**src/rtl/network_types.sv**
```systemverilog
// Shared TCP RX types: notification field layout, stream widths and the rx handler FSM encoding.
package network_types;
  localparam int NOTIF_W           = 88;
  localparam int READ_PKG_W        = 32;
  localparam int RX_META_W         = 16;
  localparam int NOTIF_SESSION_LSB = 0;
  localparam int NOTIF_LENGTH_LSB  = 16;
  localparam int NOTIF_IP_LSB      = 32;
  localparam int NOTIF_PORT_LSB    = 64;
  localparam int NOTIF_CLOSED_BIT  = 80;

  typedef enum logic [1:0] {IDLE, REQ, META, DATA} rx_state_t;

  // Only the fields the handler acts on are queued.
  typedef struct packed {
    logic        closed;
    logic [15:0] length;
    logic [15:0] session;
  } notif_entry_t;
endpackage

```
**src/rtl/tcp_rx_handler_if.sv**
```systemverilog
// TCP RX handler streams; master is the handler side, slave the environment side.
interface tcp_rx_handler_if #(
  parameter int DATA_WIDTH = 512
);
  import network_types::*;

  logic                    s_axis_notifications_valid;
  logic                    s_axis_notifications_ready;
  logic [NOTIF_W-1:0]      s_axis_notifications_data;
  logic                    m_axis_read_package_valid;
  logic                    m_axis_read_package_ready;
  logic [READ_PKG_W-1:0]   m_axis_read_package_data;
  logic                    s_axis_rx_metadata_valid;
  logic                    s_axis_rx_metadata_ready;
  logic [RX_META_W-1:0]    s_axis_rx_metadata_data;
  logic                    s_axis_rx_data_valid;
  logic                    s_axis_rx_data_ready;
  logic [DATA_WIDTH-1:0]   s_axis_rx_data_data;
  logic [DATA_WIDTH/8-1:0] s_axis_rx_data_keep;
  logic                    s_axis_rx_data_last;

  modport master (
    input  s_axis_notifications_valid, s_axis_notifications_data,
    output s_axis_notifications_ready,
    output m_axis_read_package_valid, m_axis_read_package_data,
    input  m_axis_read_package_ready,
    input  s_axis_rx_metadata_valid, s_axis_rx_metadata_data,
    output s_axis_rx_metadata_ready,
    input  s_axis_rx_data_valid, s_axis_rx_data_data, s_axis_rx_data_keep, s_axis_rx_data_last,
    output s_axis_rx_data_ready
  );

  modport slave (
    output s_axis_notifications_valid, s_axis_notifications_data,
    input  s_axis_notifications_ready,
    input  m_axis_read_package_valid, m_axis_read_package_data,
    output m_axis_read_package_ready,
    output s_axis_rx_metadata_valid, s_axis_rx_metadata_data,
    input  s_axis_rx_metadata_ready,
    output s_axis_rx_data_valid, s_axis_rx_data_data, s_axis_rx_data_keep, s_axis_rx_data_last,
    input  s_axis_rx_data_ready
  );
endinterface

```
**src/rtl/tcp_notif_fifo.sv**
```systemverilog
// Synchronous notification queue, head visible combinationally; one cycle from push to visible head.
// Backpressure via full; a push while full is refused even if a pop happens in the same cycle.
module tcp_notif_fifo #(
  parameter int DEPTH = 8,
  parameter int WIDTH = 33
) (
  input  logic             aclk,
  input  logic             aresetn,
  input  logic             push,
  input  logic [WIDTH-1:0] push_dat,
  input  logic             pop,
  output logic [WIDTH-1:0] head_dat,
  output logic             full,
  output logic             empty
);
  localparam int AW = $clog2(DEPTH);

  logic [WIDTH-1:0] mem [DEPTH];
  logic [AW:0]      wr_ptr;
  logic [AW:0]      rd_ptr;
  logic             do_push;
  logic             do_pop;

  // Extra pointer bit distinguishes full from empty.
  assign full     = (wr_ptr[AW] != rd_ptr[AW]) && (wr_ptr[AW-1:0] == rd_ptr[AW-1:0]);
  assign empty    = (wr_ptr == rd_ptr);
  assign do_push  = push && !full;
  assign do_pop   = pop && !empty;
  assign head_dat = mem[rd_ptr[AW-1:0]];

  always_ff @(posedge aclk or negedge aresetn) begin
    if (!aresetn) begin
      wr_ptr <= '0;
      rd_ptr <= '0;
    end else begin
      if (do_push) wr_ptr <= wr_ptr + 1'b1;
      if (do_pop)  rd_ptr <= rd_ptr + 1'b1;
    end
  end

  always_ff @(posedge aclk) begin
    if (do_push) mem[wr_ptr[AW-1:0]] <= push_dat;
  end
endmodule

```
**src/rtl/tcp_rx_handler.sv**
```systemverilog
// TCP RX handler: queues notifications, issues read requests, consumes metadata and payload; notification to request in 2 cycles.
// Notifications backpressured only when the queue is full; statistics built only with RX_HANDLER_STATS_EN.
module tcp_rx_handler
  import network_types::*;
#(
  parameter int NOTIF_FIFO_DEPTH = 8,
  parameter int DATA_WIDTH       = 512
) (
  input  logic               aclk,
  input  logic               aresetn,
  tcp_rx_handler_if.master   bus,
  output logic [63:0]        rx_byte_cnt,
  output logic [31:0]        rx_pkt_cnt,
  output logic [31:0]        close_cnt,
  output logic               err_len
);
  logic [1:0]   rst_sync;
  logic         rst_n;
  rx_state_t    state;
  rx_state_t    state_nxt;
  notif_entry_t push_entry;
  notif_entry_t head;
  logic         fifo_full;
  logic         fifo_empty;
  logic         fifo_pop;
  logic         notif_rdy;
  logic         head_skip;
  logic         rd_vld;
  logic         meta_rdy;
  logic         data_rdy;
  logic [15:0]  req_session;
  logic [15:0]  req_length;
  logic         unused_fields;
  logic         unused_payload;

  // Assert asynchronously, release two aclk edges later.
  always_ff @(posedge aclk or negedge aresetn) begin
    if (!aresetn) rst_sync <= '0;
    else          rst_sync <= {rst_sync[0], 1'b1};
  end
  assign rst_n = rst_sync[1];

  assign push_entry.closed  = bus.s_axis_notifications_data[NOTIF_CLOSED_BIT];
  assign push_entry.length  = bus.s_axis_notifications_data[NOTIF_LENGTH_LSB +: 16];
  assign push_entry.session = bus.s_axis_notifications_data[NOTIF_SESSION_LSB +: 16];
  assign unused_fields = ^{bus.s_axis_notifications_data[NOTIF_W-1:NOTIF_CLOSED_BIT+1],
                           bus.s_axis_notifications_data[NOTIF_PORT_LSB +: 16],
                           bus.s_axis_notifications_data[NOTIF_IP_LSB +: 32]};

  assign notif_rdy = rst_n && !fifo_full;

  tcp_notif_fifo #(
    .DEPTH (NOTIF_FIFO_DEPTH),
    .WIDTH ($bits(notif_entry_t))
  ) u_notif_fifo (
    .aclk     (aclk),
    .aresetn  (rst_n),
    .push     (bus.s_axis_notifications_valid && notif_rdy),
    .push_dat (push_entry),
    .pop      (fifo_pop),
    .head_dat (head),
    .full     (fifo_full),
    .empty    (fifo_empty)
  );

  // Closed or empty sessions are retired straight from IDLE without a read request.
  assign head_skip = head.closed || (head.length == 16'd0);

  always_ff @(posedge aclk or negedge rst_n) begin
    if (!rst_n) begin
      state       <= IDLE;
      req_session <= '0;
      req_length  <= '0;
    end else begin
      state <= state_nxt;
      if (fifo_pop && !head_skip) begin
        req_session <= head.session;
        req_length  <= head.length;
      end
    end
  end

  always_comb begin
    state_nxt = state;
    fifo_pop  = 1'b0;
    rd_vld    = 1'b0;
    meta_rdy  = 1'b0;
    data_rdy  = 1'b0;
    case (state)
      IDLE: begin
        if (!fifo_empty) begin
          fifo_pop = 1'b1;
          if (!head_skip) state_nxt = REQ;
        end
      end
      REQ: begin
        rd_vld = 1'b1;
        if (bus.m_axis_read_package_ready) state_nxt = META;
      end
      META: begin
        meta_rdy = 1'b1;
        if (bus.s_axis_rx_metadata_valid) state_nxt = DATA;
      end
      DATA: begin
        data_rdy = 1'b1;
        if (bus.s_axis_rx_data_valid && bus.s_axis_rx_data_last) state_nxt = IDLE;
      end
      default: state_nxt = IDLE;
    endcase
  end

  assign bus.s_axis_notifications_ready = notif_rdy;
  assign bus.m_axis_read_package_valid  = rd_vld;
  assign bus.m_axis_read_package_data   = {req_length, req_session};
  assign bus.s_axis_rx_metadata_ready   = meta_rdy;
  assign bus.s_axis_rx_data_ready       = data_rdy;

`ifdef RX_HANDLER_STATS_EN
  localparam int KEEP_W = DATA_WIDTH / 8;
  localparam int BEAT_W = $clog2(KEEP_W) + 1;

  logic [BEAT_W-1:0] beat_bytes;
  logic [15:0]       pkt_bytes;
  logic [15:0]       pkt_sum;
  logic              meta_fire;
  logic              data_fire;

  always_comb begin
    beat_bytes = '0;
    for (int i = 0; i < KEEP_W; i++)
      beat_bytes = beat_bytes + BEAT_W'(bus.s_axis_rx_data_keep[i]);
  end

  assign pkt_sum   = pkt_bytes + 16'(beat_bytes);
  assign meta_fire = meta_rdy && bus.s_axis_rx_metadata_valid;
  assign data_fire = data_rdy && bus.s_axis_rx_data_valid;

  always_ff @(posedge aclk or negedge rst_n) begin
    if (!rst_n) begin
      pkt_bytes   <= '0;
      rx_byte_cnt <= '0;
      rx_pkt_cnt  <= '0;
      close_cnt   <= '0;
      err_len     <= 1'b0;
    end else begin
      if (fifo_pop && head.closed) close_cnt <= close_cnt + 32'd1;
      if (meta_fire && (bus.s_axis_rx_metadata_data != req_session)) err_len <= 1'b1;
      if (data_fire) begin
        rx_byte_cnt <= rx_byte_cnt + 64'(beat_bytes);
        if (bus.s_axis_rx_data_last) begin
          rx_pkt_cnt <= rx_pkt_cnt + 32'd1;
          pkt_bytes  <= '0;
          if (pkt_sum != req_length) err_len <= 1'b1;
        end else begin
          pkt_bytes <= pkt_sum;
        end
      end
    end
  end

  assign unused_payload = ^bus.s_axis_rx_data_data[DATA_WIDTH-1:0];
`else
  assign rx_byte_cnt    = '0;
  assign rx_pkt_cnt     = '0;
  assign close_cnt      = '0;
  assign err_len        = 1'b0;
  assign unused_payload = ^{bus.s_axis_rx_data_data[DATA_WIDTH-1:0],
                            bus.s_axis_rx_data_keep[DATA_WIDTH/8-1:0],
                            bus.s_axis_rx_metadata_data};
`endif
endmodule

```
**src/flat_wrapper.sv**
```systemverilog
// flat-port wrapper written by rule: the top's interface ports become plain ports
module tcp_rx_handler_flat import network_types::*;
#(
  parameter int NOTIF_FIFO_DEPTH = 8,
  parameter int DATA_WIDTH       = 512
)
  (aclk, aresetn, rx_byte_cnt, rx_pkt_cnt, close_cnt, err_len, bus_s_axis_notifications_valid, bus_s_axis_notifications_data, bus_s_axis_notifications_ready, bus_m_axis_read_package_valid, bus_m_axis_read_package_data, bus_m_axis_read_package_ready, bus_s_axis_rx_metadata_valid, bus_s_axis_rx_metadata_data, bus_s_axis_rx_metadata_ready, bus_s_axis_rx_data_valid, bus_s_axis_rx_data_data, bus_s_axis_rx_data_keep, bus_s_axis_rx_data_last, bus_s_axis_rx_data_ready);
  tcp_rx_handler_if #(.DATA_WIDTH(DATA_WIDTH)) bus_i ();
  input  logic aclk;
  input  logic aresetn;
  output logic [63:0] rx_byte_cnt;
  output logic [31:0] rx_pkt_cnt;
  output logic [31:0] close_cnt;
  output logic err_len;
  input wire logic [$bits(bus_i.s_axis_notifications_valid)-1:0] bus_s_axis_notifications_valid;
  input wire logic [$bits(bus_i.s_axis_notifications_data)-1:0] bus_s_axis_notifications_data;
  output wire logic [$bits(bus_i.s_axis_notifications_ready)-1:0] bus_s_axis_notifications_ready;
  output wire logic [$bits(bus_i.m_axis_read_package_valid)-1:0] bus_m_axis_read_package_valid;
  output wire logic [$bits(bus_i.m_axis_read_package_data)-1:0] bus_m_axis_read_package_data;
  input wire logic [$bits(bus_i.m_axis_read_package_ready)-1:0] bus_m_axis_read_package_ready;
  input wire logic [$bits(bus_i.s_axis_rx_metadata_valid)-1:0] bus_s_axis_rx_metadata_valid;
  input wire logic [$bits(bus_i.s_axis_rx_metadata_data)-1:0] bus_s_axis_rx_metadata_data;
  output wire logic [$bits(bus_i.s_axis_rx_metadata_ready)-1:0] bus_s_axis_rx_metadata_ready;
  input wire logic [$bits(bus_i.s_axis_rx_data_valid)-1:0] bus_s_axis_rx_data_valid;
  input wire logic [$bits(bus_i.s_axis_rx_data_data)-1:0] bus_s_axis_rx_data_data;
  input wire logic [$bits(bus_i.s_axis_rx_data_keep)-1:0] bus_s_axis_rx_data_keep;
  input wire logic [$bits(bus_i.s_axis_rx_data_last)-1:0] bus_s_axis_rx_data_last;
  output wire logic [$bits(bus_i.s_axis_rx_data_ready)-1:0] bus_s_axis_rx_data_ready;
  assign bus_i.s_axis_notifications_valid = bus_s_axis_notifications_valid;
  assign bus_i.s_axis_notifications_data = bus_s_axis_notifications_data;
  assign bus_s_axis_notifications_ready = bus_i.s_axis_notifications_ready;
  assign bus_m_axis_read_package_valid = bus_i.m_axis_read_package_valid;
  assign bus_m_axis_read_package_data = bus_i.m_axis_read_package_data;
  assign bus_i.m_axis_read_package_ready = bus_m_axis_read_package_ready;
  assign bus_i.s_axis_rx_metadata_valid = bus_s_axis_rx_metadata_valid;
  assign bus_i.s_axis_rx_metadata_data = bus_s_axis_rx_metadata_data;
  assign bus_s_axis_rx_metadata_ready = bus_i.s_axis_rx_metadata_ready;
  assign bus_i.s_axis_rx_data_valid = bus_s_axis_rx_data_valid;
  assign bus_i.s_axis_rx_data_data = bus_s_axis_rx_data_data;
  assign bus_i.s_axis_rx_data_keep = bus_s_axis_rx_data_keep;
  assign bus_i.s_axis_rx_data_last = bus_s_axis_rx_data_last;
  assign bus_s_axis_rx_data_ready = bus_i.s_axis_rx_data_ready;
  tcp_rx_handler #(.NOTIF_FIFO_DEPTH(NOTIF_FIFO_DEPTH), .DATA_WIDTH(DATA_WIDTH)) u_core (.aclk(aclk), .aresetn(aresetn), .bus(bus_i), .rx_byte_cnt(rx_byte_cnt), .rx_pkt_cnt(rx_pkt_cnt), .close_cnt(close_cnt), .err_len(err_len));
endmodule
```
**config.mk**
```make
export PLATFORM = sky130hd
export DESIGN_NAME = tcp_rx_handler_flat
export DESIGN_NICKNAME = d
export VERILOG_FILES = /design/src/rtl/network_types.sv /design/src/rtl/tcp_rx_handler_if.sv /design/src/rtl/tcp_notif_fifo.sv /design/src/rtl/tcp_rx_handler.sv /design/src/flat_wrapper.sv
export SDC_FILE = /design/constraint.sdc
export NUM_CORES = 1
export LEC_CHECK = 0
export CAP_MARGIN = 20
export CORE_AREA = 2 2 335 337
export CTS_CLUSTER_SIZE = 8
export DETAILED_ROUTE_END_ITERATION = 7
export DIE_AREA = 0 0 337 339
export GPL_TIMING_DRIVEN = 0
export MAX_ROUTING_LAYER = met4
export PLACE_DENSITY = 0.37
export SLEW_MARGIN = 10
export SYNTH_ARGS = -nofsm -noshare
export SYNTH_HDL_FRONTEND = slang
export SYNTH_SLANG_ARGS = --single-unit
export TNS_END_PERCENT = 30
```
**constraint.sdc**
```tcl
create_clock -name aclk -period 2.3 [get_ports aclk]
set_input_delay 0.23 -clock aclk [delete_from_list [all_inputs] [get_ports aclk]]
set_output_delay 0.23 -clock aclk [all_outputs]
set_load 0.01 [all_outputs]
```
======== Yosys cells after proc, flatten, opt, wreduce, memory -nomap -nowiden ========
Memories as Yosys holds them, arrays and structs flattened.
Index checks and enable logic that the tools add are counted.
word-level totals
  bits in registers ....................... 44
  RAM bits ................................ 264
  memories ................................ 1
operators by class
  add/sub/neg operators ................... 2
  equality and inequality tests ........... 11
  mux-type cells .......................... 13
  reductions and logical operators ........ 14
memory list
  memory                   depth  bits a word  rd ports  clocked after Yosys merged registers in  wr ports  RTL line              RTL
  u_core.u_notif_fifo.mem  8      33           1         0                                        1         tcp_notif_fifo.sv:18  logic [WIDTH-1:0] mem [DEPTH];
operators with widths
  operator               number
  $logic_not A16 Y1      1
  $mux W2                5
  $add A4 B1 Y4 const B  2
  $ne A2 B2 Y1 const B   4
  $pmux W2 S4            1
  $logic_and A1 B1 Y1    7
  $mux W1                7
  $reduce_and A5 Y1      1
  $eq A2 B2 Y1 const B   2
  $eq A4 B4 Y1           1
  $eq A3 B3 Y1           1
  $logic_not A1 Y1       3
  $eq A2 B1 Y1 const B   1
  $logic_not A2 Y1       1
  $ne A2 B1 Y1 const B   1
  $logic_or A1 B1 Y1     1
  $ne A1 B1 Y1           1

======== Logic depth before layout (Yosys ltp) ========
Gate-level depths: netlist of run 1.
  depth after elaboration ................. 8
  depth in mapped cells ................... 10
  depth with buffers taken out ............ 6

======== Hierarchy ========
From an unflattened synthesis of run 1, not the netlist that was laid out.
unflattened totals
  cells, all modules ...................... 668
  area total of the unflattened synthesis .. 13130.1 µm²
modules (own cells, without submodules)
  module          instances  cells an instance  area each (µm²)  sequential area each (µm²)
  tcp_notif_fifo  1          441                10533.9          8127.8
  tcp_rx_handler  1          227                2596.2           900.9

======== Worst setup path before layout of run 1 ========
Ideal clock, no wire load.
  path kind ............................... register to register
  start ................................... reg u_core.rst_sync[1]
  end ..................................... mem u_core.u_notif_fifo.mem[0][0], enable pin
  library setup time ...................... 0.464 ns
  arrival time ............................ 4.265 ns
  data required time ...................... 1.836 ns
  slack ................................... -2.429 ns
  cell stages (with the launch flop) ...... 6
  buffers on the path ..................... 1
  clock period less this slack ............ 4.729 ns
  path through ............................ dfrtp_1 > o21a_1 > and2_1 > clkbuf_1 > nand2b_1 > nor3_1
between the ends
  word-level cells in the longest chain between the ends .. 5
RTL lines
  element                             RTL line              RTL
  from (decl)                         tcp_rx_handler.sv:17  logic [1:0] rst_sync;
  from (signal assigned)              tcp_rx_handler.sv:39  else rst_sync <= {rst_sync[0], 1'b1};
  $logic_and A1 B1 Y1                 tcp_rx_handler.sv:50  assign notif_rdy = rst_n && !fifo_full;
  via bus_s_axis_notifications_ready  flat_wrapper.sv:17    output wire logic [$bits(bus_i.s_axis_notifications_ready)-1:0] bus_s_axis_notifications_ready;
  $logic_and A1 B1 Y1                 tcp_rx_handler.sv:58  .push (bus.s_axis_notifications_valid && notif_rdy),
  $logic_and A1 B1 Y1                 tcp_notif_fifo.sv:27  assign do_push = push && !full;
  $mux W1                             tcp_notif_fifo.sv:42  if (do_push) mem[wr_ptr[AW-1:0]] <= push_dat;
  $mux W1 (implied by the code)       tcp_notif_fifo.sv:42
  to (decl)                           tcp_notif_fifo.sv:18
The timed path passes the listed nets, and every way through them passes these cells.

======== Final worst setup path of run 1 ========
  start ................................... reg u_core.u_notif_fifo.rd_ptr[0]
  end ..................................... reg u_core.req_session[7]
between the ends
  word-level cells in the longest chain between the ends .. 5
  elaborated cells between the ends (all ways) .. 8
  classes of those cells .................. eq/ne (1); mux (2); reduce/logical (4); memory (1)
RTL lines
  element                 RTL line              RTL
  from (decl)             tcp_notif_fifo.sv:20  logic [AW:0] rd_ptr;
  from (signal assigned)  tcp_notif_fifo.sv:37  if (do_pop) rd_ptr <= rd_ptr + 1'b1;
  $mem_v2 Z8 W33          n/a
  $logic_not A16 Y1       tcp_rx_handler.sv:67  assign head_skip = head.closed || (head.length == 16'd0);
  $logic_or A1 B1 Y1      tcp_rx_handler.sv:67
  $logic_not A1 Y1        tcp_rx_handler.sv:76  if (fifo_pop && !head_skip) begin
  $logic_and A1 B1 Y1     tcp_rx_handler.sv:76
  to (signal assigned)    tcp_rx_handler.sv:77  req_session <= head.session;
  to (decl)               tcp_rx_handler.sv:31  logic [15:0] req_session;
Several ways; a longest one is shown, not always the timed one.
A chain may end at the register's enable or synchronous reset.

==> results of run 1 <==
## layout make-up
class                      instances  share of cell area [%]
antenna                            8                   0.107
timing repair buffer             139                    9.60
clock inverter                     1                   0.161
multi-input combinational        336                    18.3
tap                             1488                    9.96
buffer                           158                    6.72
sequential                       308                    48.3
clock buffer                      76                    6.65
inverter                           5                   0.174
## registers in the layout, indices dropped and copies added (netlist names)
signal / cells
u_core.req_length: 16
u_core.u_notif_fifo.mem: 264
u_core.state: 2
u_core.rst_sync: 2
u_core.u_notif_fifo.wr_ptr: 4
u_core.u_notif_fifo.rd_ptr: 4
u_core.req_session: 16
## power by group through the flow
stage / Sequential, mW / Clock, mW / Combinational, mW
after CTS: 7.27 / 6.25 / 7.34
after global routing: 7.33 / 6.48 / 8.32
after global placement: 7.38 / 0 / 6.57
final: 7.25 / 6.04 / 7.69
after floorplan: 7.34 / 0 / 4.11
after detailed placement: 7.37 / 0 / 6.78
## layout by cell type, fill, tap and decap left out, drive strengths merged, types with 7 or more instances in the layout
cell and n:
edfxtp 264, buf 198, conb 130, clkbuf 99, clkdlybuf4s50 73, mux4 66
dfrtp 44, mux2 34, mux2i 17, o31ai 16, o21ai 16, diode 8
xnor2 8, nor2 8, nand4 7, nand2 7
## critical path: cells and delay by family (launching register included)
family / cells / cell delay [ps]
buffers and inverters: 4 / 640
DFF: 1 / 390
muxes: 3 / 1040
and+or+nand+nor: 3 / 610
## metal layers
metal,GRT usage [%],wire (um),up-vias
li1,-,-,3047
met1,7.65,16000,3484
met2,11.0,19400,146
met3,2.12,2150,49
met4,1.80,718,0
met5,-,0,-
## worst paths after layout
check	startpoint	end	slack (ps)	cells past startpoint
max	u_core.u_notif_fifo.rd_ptr[0]$_DFFE_PN0P_	u_core.req_session[7]$_DFFE_PN0P_	-520	10
min	u_core.rst_sync[1]$_DFF_PN0_	u_core.req_session[14]$_DFFE_PN0P_	240	0
max reg2reg	u_core.u_notif_fifo.rd_ptr[0]$_DFFE_PN0P_	u_core.req_session[7]$_DFFE_PN0P_	-520	10
min reg2reg	u_core.rst_sync[1]$_DFF_PN0_	u_core.req_session[14]$_DFFE_PN0P_	240	0
max in group asynchronous	u_core.rst_sync[1]$_DFF_PN0_	u_core.req_length[11]$_DFFE_PN0P_	1470	1
min in group aclk	u_core.rst_sync[0]$_DFF_PN0_	u_core.rst_sync[1]$_DFF_PN0_	350	0
## cell families (layout without fill, tap and decap cells)
kind of cell,Yosys count,count (layout),synth area share (%)
multiplexers,117,117,16.1
buffers and inverters,164,379,8.84
AO/OA/AOI/OAI,37,37,1.91
flip-flops,308,308,70.2
other,2,138,0.0584
XOR/XNOR,10,10,0.681
adder cells (fa/ha/maj),6,6,0.584
AND/OR/NAND/NOR,36,36,1.58
## what timing repair did
action / in CTS / in global routing
pin swaps: 12 / 11
hold endpoints to repair: 2 / 0
gates cloned: 3 / 7
resized for setup: 56 / 44
endpoints found under the setup margin: 305 / 299
buffers inserted: 24 / 12
hold buffers: 1 / 0
==> metrics.md, run 1 <==
| Metric | Value |
|---|---|
| Area Growth Syn to Fin | `45.3%` |
| Area of the multi-input gates | `3420 um2` |
| Combinational share of power | `36.7%` |
| Via/cell ratio | `2.67` |
| Power density over the cells | `1120 nW/um2` |
| CTS tree | `built` |
| Yosys cell types | `35` |
| H-tree depth | `2` |
| Row Count | `122` |
| Mean post-synth cell area | `18.9 um2` |
| CP most frequent cell | `buf_12` |
| Pre-CTS setup slack | `-1690 ps` |
| Crit Path Max Fanout | `10` |
| Synth Warn # | `0` |
| Most used standard cell by instance count after synthesis | `edfxtp_1` |
| Clock network fraction of total power | `28.8%` |
| Post-synth ARST share | `14.3%` |
| First-pass GRT wire length | `52,400 um` |
| Post-route insts no fill | `2,519` |
| CTS Root Cell | `clkbuf_16` |
| Final Max Slew Viols | `0` |
| Slowest stage delay, CP | `530 ps` |
| Final instance area | `18,700 um2` |
| Die Area | `114,000 um2` |
| Worst EP arrival | `3240 ps` |
| Fin. Hold Viols | `0` |
| Die H | `339 um` |
| Outcome | `finished, violations left` |
| Mapped Area | `12,900 um2` |
| Dpl cells | `2,388` |
| Syn Inst Count | `680` |
| Register area share after synthesis | `70.2%` |
| GP Congestion | `0.674` |
| HPWL Detailed | `25,600 um` |
| Number of remaining DRC errors | `0` |
| # clock sinks | `308` |
| Synth area leader | `edfxtp_1` |
| Die Wd | `337 um` |
| Crit. End Element | `register` |
| Synth Register Bits | `308` |
| Placed Area | `16,500 um2` |
| Grt total ovfl | `0` |
| Initial DRT Pass Iterations | `5` |
| Reg area | `9030 um2` |
| Fillcell total | `12,000` |
| Final min period | `2820 ps` |
| Sw Ratio | `30.4%` |
| Clk_lat worst skew | `540 ps` |
| Crit share post-route | `123%` |
| Layout net count | `1,685` |
| Post-DRT Antenna Nets | `0` |
| Ys flop type | `edfxtp_1` |
| Pint | `14.6 mW` |
| # IOs | `852` |
| IO Port Bufs | `75` |
| Drt total wl | `38,300 um` |
| RSZ-0062 raised after global routing | `yes` |
| DR vias | `6,726` |
| Largest net degree at the start of global routing | `29` |
| Worst hold path class | `reg -> async` |
| Fmax | `0.354 GHz` |
| Layout cells sized above 1 | `38.1%` |
| WP data required | `2710 ps` |
| Design Power | `21.0 mW` |
| Hold WS | `242 ps` |
| Startpoint Class | `register` |
| Top cells by area, synth | `edfxtp_1 62%, mux4_2 12%, dfrtp_1 8.6%, buf_4 7.7%, mux2_2 2.1%` |
| CP cell instances | `buf_12 > buf_12 > mux4_2 > mux2i_4 > nand4_1 > nor4_4 > buf_6 > nor2_4 > buf_12 > mux2_4` |
| Reg clk slew, reported paths | `50 ps` |
| Failing checks | `setup timing` |
| # setup viols final | `274` |
| CTS buffer count | `44` |
| Initial Utilization | `11.6%` |
| Setup_tns | `-45,780 ps` |
| DRT iter0 DRCs | `331` |
| Post-synth top cells | `264 x edfxtp_1, 132 x buf_4, 66 x mux4_2` |
| Number of global-route vias before repair | `6,973` |
| Initial antenna violation count | `9` |
| CP Class | `reg -> reg` |
| Core Box Area | `110,000 um2` |
| Wire per inst | `15.2 um` |
| Yosys top cell area share | `61.7%` |
| Seq pwr share | `34.6%` |
| Leakage power | `6.54 nW` |
| CTS max path bufs | `3` |
| Post-Route Skew | `17.7 ps` |
| Maxcap violations | `0` |
| Slowest stage cell, crit path | `mux4_2` |
| Setup ws final | `-522 ps` |
| Worst rel slew slack | `39.6%` |
| Slew @ Worst Pin | `906 ps` |
| Total GRT Usage | `6.62%` |
| Number of synthesized flops with an enable pin | `264` |
| Core Util, Final | `16.9%` |
| Maximum vdd drop | `0.509 mV` |
| Net Sw Power | `6.38 mW` |
Power figures use the tool's default switching activity.
==> inputs of run 2 (changes only) <==
- CORE_AREA: 2 2 335 337 -> 2 2 330 332
- CTS_BUF_LIST: not set -> sky130_fd_sc_hd__clkbuf_8
- DIE_AREA: 0 0 337 339 -> 0 0 332 334
- PLACE_DENSITY: 0.37 -> 0.38
==> run 2 against run 1 <==
Global-route usage barely moved. Clock-buffer cell count down 16. Critical endpoint is now u_core.req_session[6]$_DFFE_PN0P_. The run still ends with setup timing left. Setup slack improved by 85 ps.
==> metrics.md, run 2 (same netlist as run 1, synthesis figures left out) <==
| Metric | Value |
|---|---|
| Startpoint Class | `register (unchanged)` |
| Setup ws final | `-437 ps (was -522 ps)` |
| Setup_tns | `-62,570 ps (was -45,780 ps)` |
| Combinational share of power | `39.9% (was 36.7%)` |
| Via/cell ratio | `2.79 (was 2.67)` |
| Number of remaining DRC errors | `0 (unchanged)` |
| Slowest stage cell, crit path | `mux4_2 (unchanged)` |
| Crit. End Element | `register (unchanged)` |
| Clk_lat worst skew | `620 ps (was 540 ps)` |
| CTS max path bufs | `3 (unchanged)` |
| Fin. Hold Viols | `0 (unchanged)` |
| Wire per inst | `15.4 um (was 15.2 um)` |
| Clock network fraction of total power | `23.8% (was 28.8%)` |
| WP data required | `2770 ps (was 2710 ps)` |
| H-tree depth | `2 (unchanged)` |
| Seq pwr share | `36.4% (was 34.6%)` |
| Die H | `334 um (was 339 um)` |
| Die Area | `111,000 um2 (was 114,000 um2)` |
| HPWL Detailed | `24,200 um (was 25,600 um)` |
| Row Count | `121 (was 122)` |
| Design Power | `19.8 mW (was 21.0 mW)` |
| Crit share post-route | `119% (was 123%)` |
| DRT iter0 DRCs | `274 (was 331)` |
| Core Util, Final | `17.0% (was 16.9%)` |
| First-pass GRT wire length | `52,100 um (was 52,400 um)` |
| Grt total ovfl | `0 (unchanged)` |
| Layout net count | `1,690 (was 1,685)` |
| Initial DRT Pass Iterations | `4 (was 5)` |
| Slowest stage delay, CP | `520 ps (was 530 ps)` |
| Dpl cells | `2,312 (was 2,388)` |
| R2R cell count | `10 (unchanged)` |
| Failing checks | `setup timing (unchanged)` |
| Largest net degree at the start of global routing | `44 (was 29)` |
| Most frequent cells in the layout | `264 x edfxtp_1, 151 x buf_4, 130 x conb_1 (was 264 x edfxtp_1, 150 x buf_4, 130 x conb_1)` |
| Worst EP arrival | `3210 ps (was 3240 ps)` |
| Core Box Area | `108,000 um2 (was 110,000 um2)` |
| # IOs | `852 (unchanged)` |
| Most common cell after layout, fill and taps aside | `edfxtp_1 (unchanged)` |
| Slew @ Worst Pin | `854 ps (was 906 ps)` |
| Worst rel slew slack | `43.0% (was 39.6%)` |
| CP cell instances | `buf_12 > buf_12 > mux4_2 > mux2i_4 > nand4_1 > nor4_4 > buf_6 > nor2_4 > buf_12 > mux2_4 (unchanged)` |
| Power density over the cells | `1080 nW/um2 (was 1120 nW/um2)` |
| Number of global-route vias before repair | `7,285 (was 6,973)` |
| Initial Utilization | `11.9% (was 11.6%)` |
| Initial antenna violation count | `9 (unchanged)` |
| Outcome | `finished, violations left (unchanged)` |
| Reg clk slew, reported paths | `60 ps (was 50 ps)` |
| Post-Route Skew | `31.3 ps (was 17.7 ps)` |
| Final Max Slew Viols | `0 (unchanged)` |
| Crit Path Max Fanout | `10 (unchanged)` |
| Net Sw Power | `6.38 mW (about the same)` |
| Area Growth Syn to Fin | `42.9% (was 45.3%)` |
| Leakage power | `6.50 nW (was 6.54 nW)` |
| # clock sinks | `308 (unchanged)` |
| CTS tree | `built (unchanged)` |
| Sw Ratio | `32.1% (was 30.4%)` |
| Worst hold path class | `reg -> async (unchanged)` |
| CP Class | `reg -> reg (unchanged)` |
| Drt total wl | `37,800 um (was 38,300 um)` |
| Final min period | `2740 ps (was 2820 ps)` |
| Post-DRT Antenna Nets | `0 (unchanged)` |
| Layout cells sized above 1 | `40.7% (was 38.1%)` |
| CTS Root Cell | `clkbuf_8 (was clkbuf_16)` |
| Post-route insts no fill | `2,454 (was 2,519)` |
| CP most frequent cell | `buf_12 (unchanged)` |
| Die Wd | `332 um (was 337 um)` |
| Maximum vdd drop | `0.441 mV (was 0.509 mV)` |
| Number of flip-flops in the largest register | `264 (unchanged)` |
| Pint | `13.5 mW (was 14.6 mW)` |
| RSZ-0062 raised after global routing | `yes (unchanged)` |
| # setup viols final | `299 (was 274)` |
| Fmax | `0.365 GHz (was 0.354 GHz)` |
| GP Congestion | `0.647 (was 0.674)` |
| CTS buffer count | `50 (was 44)` |
| IO Port Bufs | `75 (unchanged)` |
| DR vias | `6,858 (was 6,726)` |
| Total GRT Usage | `6.66% (was 6.62%)` |
| Maxcap violations | `0 (unchanged)` |
## run 2: cell count changes in the layout (fill, tap and decap cells not counted), moves of 3 or more
cell,previous run,this run
mux2i_1,6,1
inv_1,4,25
clkbuf_16,54,8
clkinv_2,0,5
clkbuf_8,1,61
clkbuf_1,38,5
mux2i_2,1,4
diode_2,8,5
## run 2: worst paths after layout
path / slack [ps] / end / start
setup / recovery: -440 / u_core.req_session[6]$_DFFE_PN0P_ / u_core.u_notif_fifo.rd_ptr[0]$_DFFE_PN0P_
hold / removal: 280 / u_core.u_notif_fifo.wr_ptr[1]$_DFFE_PN0P_ / u_core.rst_sync[1]$_DFF_PN0_
setup reg to reg: -440 / u_core.req_session[6]$_DFFE_PN0P_ / u_core.u_notif_fifo.rd_ptr[0]$_DFFE_PN0P_
hold reg to reg: 280 / u_core.u_notif_fifo.wr_ptr[1]$_DFFE_PN0P_ / u_core.rst_sync[1]$_DFF_PN0_
max in group asynchronous: 1500 / u_core.req_session[5]$_DFFE_PN0P_ / u_core.rst_sync[1]$_DFF_PN0_
min in group aclk: 350 / u_core.rst_sync[1]$_DFF_PN0_ / u_core.rst_sync[0]$_DFF_PN0_
## run 2: power by group through the flow
stage / Clock, mW / Sequential (mW) / Combinational [mW]
floorplan: 0 / 7.34 / 4.11
global placement: 0 / 7.33 / 6.53
detailed placement: 0 / 7.34 / 6.71
CTS: 4.92 / 7.23 / 7.82
global route: 5.13 / 7.29 / 8.54
finish: 4.71 / 7.22 / 7.92
## run 2: area by class of cell
class                      instances  area [um2]
tap                             1414        1770
sequential                       308        9030
buffer                           158        1290
inverter                           5        45.0
clock buffer                      60         826
multi-input combinational        336        3490
fill                           11700       89400
timing repair buffer             138        1740
antenna                            5        12.5
clock inverter                    30         149
## run 2: repair_timing
action | 4_1_cts | 5_1_grt
pin swaps | 15 | 8
cloned | 2 | 7
hold buffers | 1 | 0
resized for setup | 83 | 31
buffers inserted | 26 | 12
hold endpoints to repair | 2 | 0
endpoints found under the setup margin | 305 | 299
## run 2: worst max-delay path, delay by kind of cell, from the launching register on
| kind | cells | cell delay (ps) |
|---|---|---|
| DFF | 1 | 390 |
| muxes | 3 | 1050 |
| buffers and inverters | 4 | 610 |
| and+or+nand+nor | 3 | 530 |
## run 2: metrics by stage
stage / hold slack [ps] / instance area (um2) / worst slack (ps)
finish: 283 / 18400 / -437
detailed placement: 339 / 16300 / -1860
CTS: 309 / 18000 / -469
floorplan: -65.6 / 13500 / -531
global route: 322 / 18400 / -568
global placement: 336 / 16000 / -2480
## run 2: metal layers
metal  up-vias  wire length (um)  global-route usage, %
li1       3045                 -                      -
met1      3594             15400                   7.60
met2       161             19600                   11.4
met3        58              1920                   1.59
met4         0               880                   2.29
met5         -                 0                      -
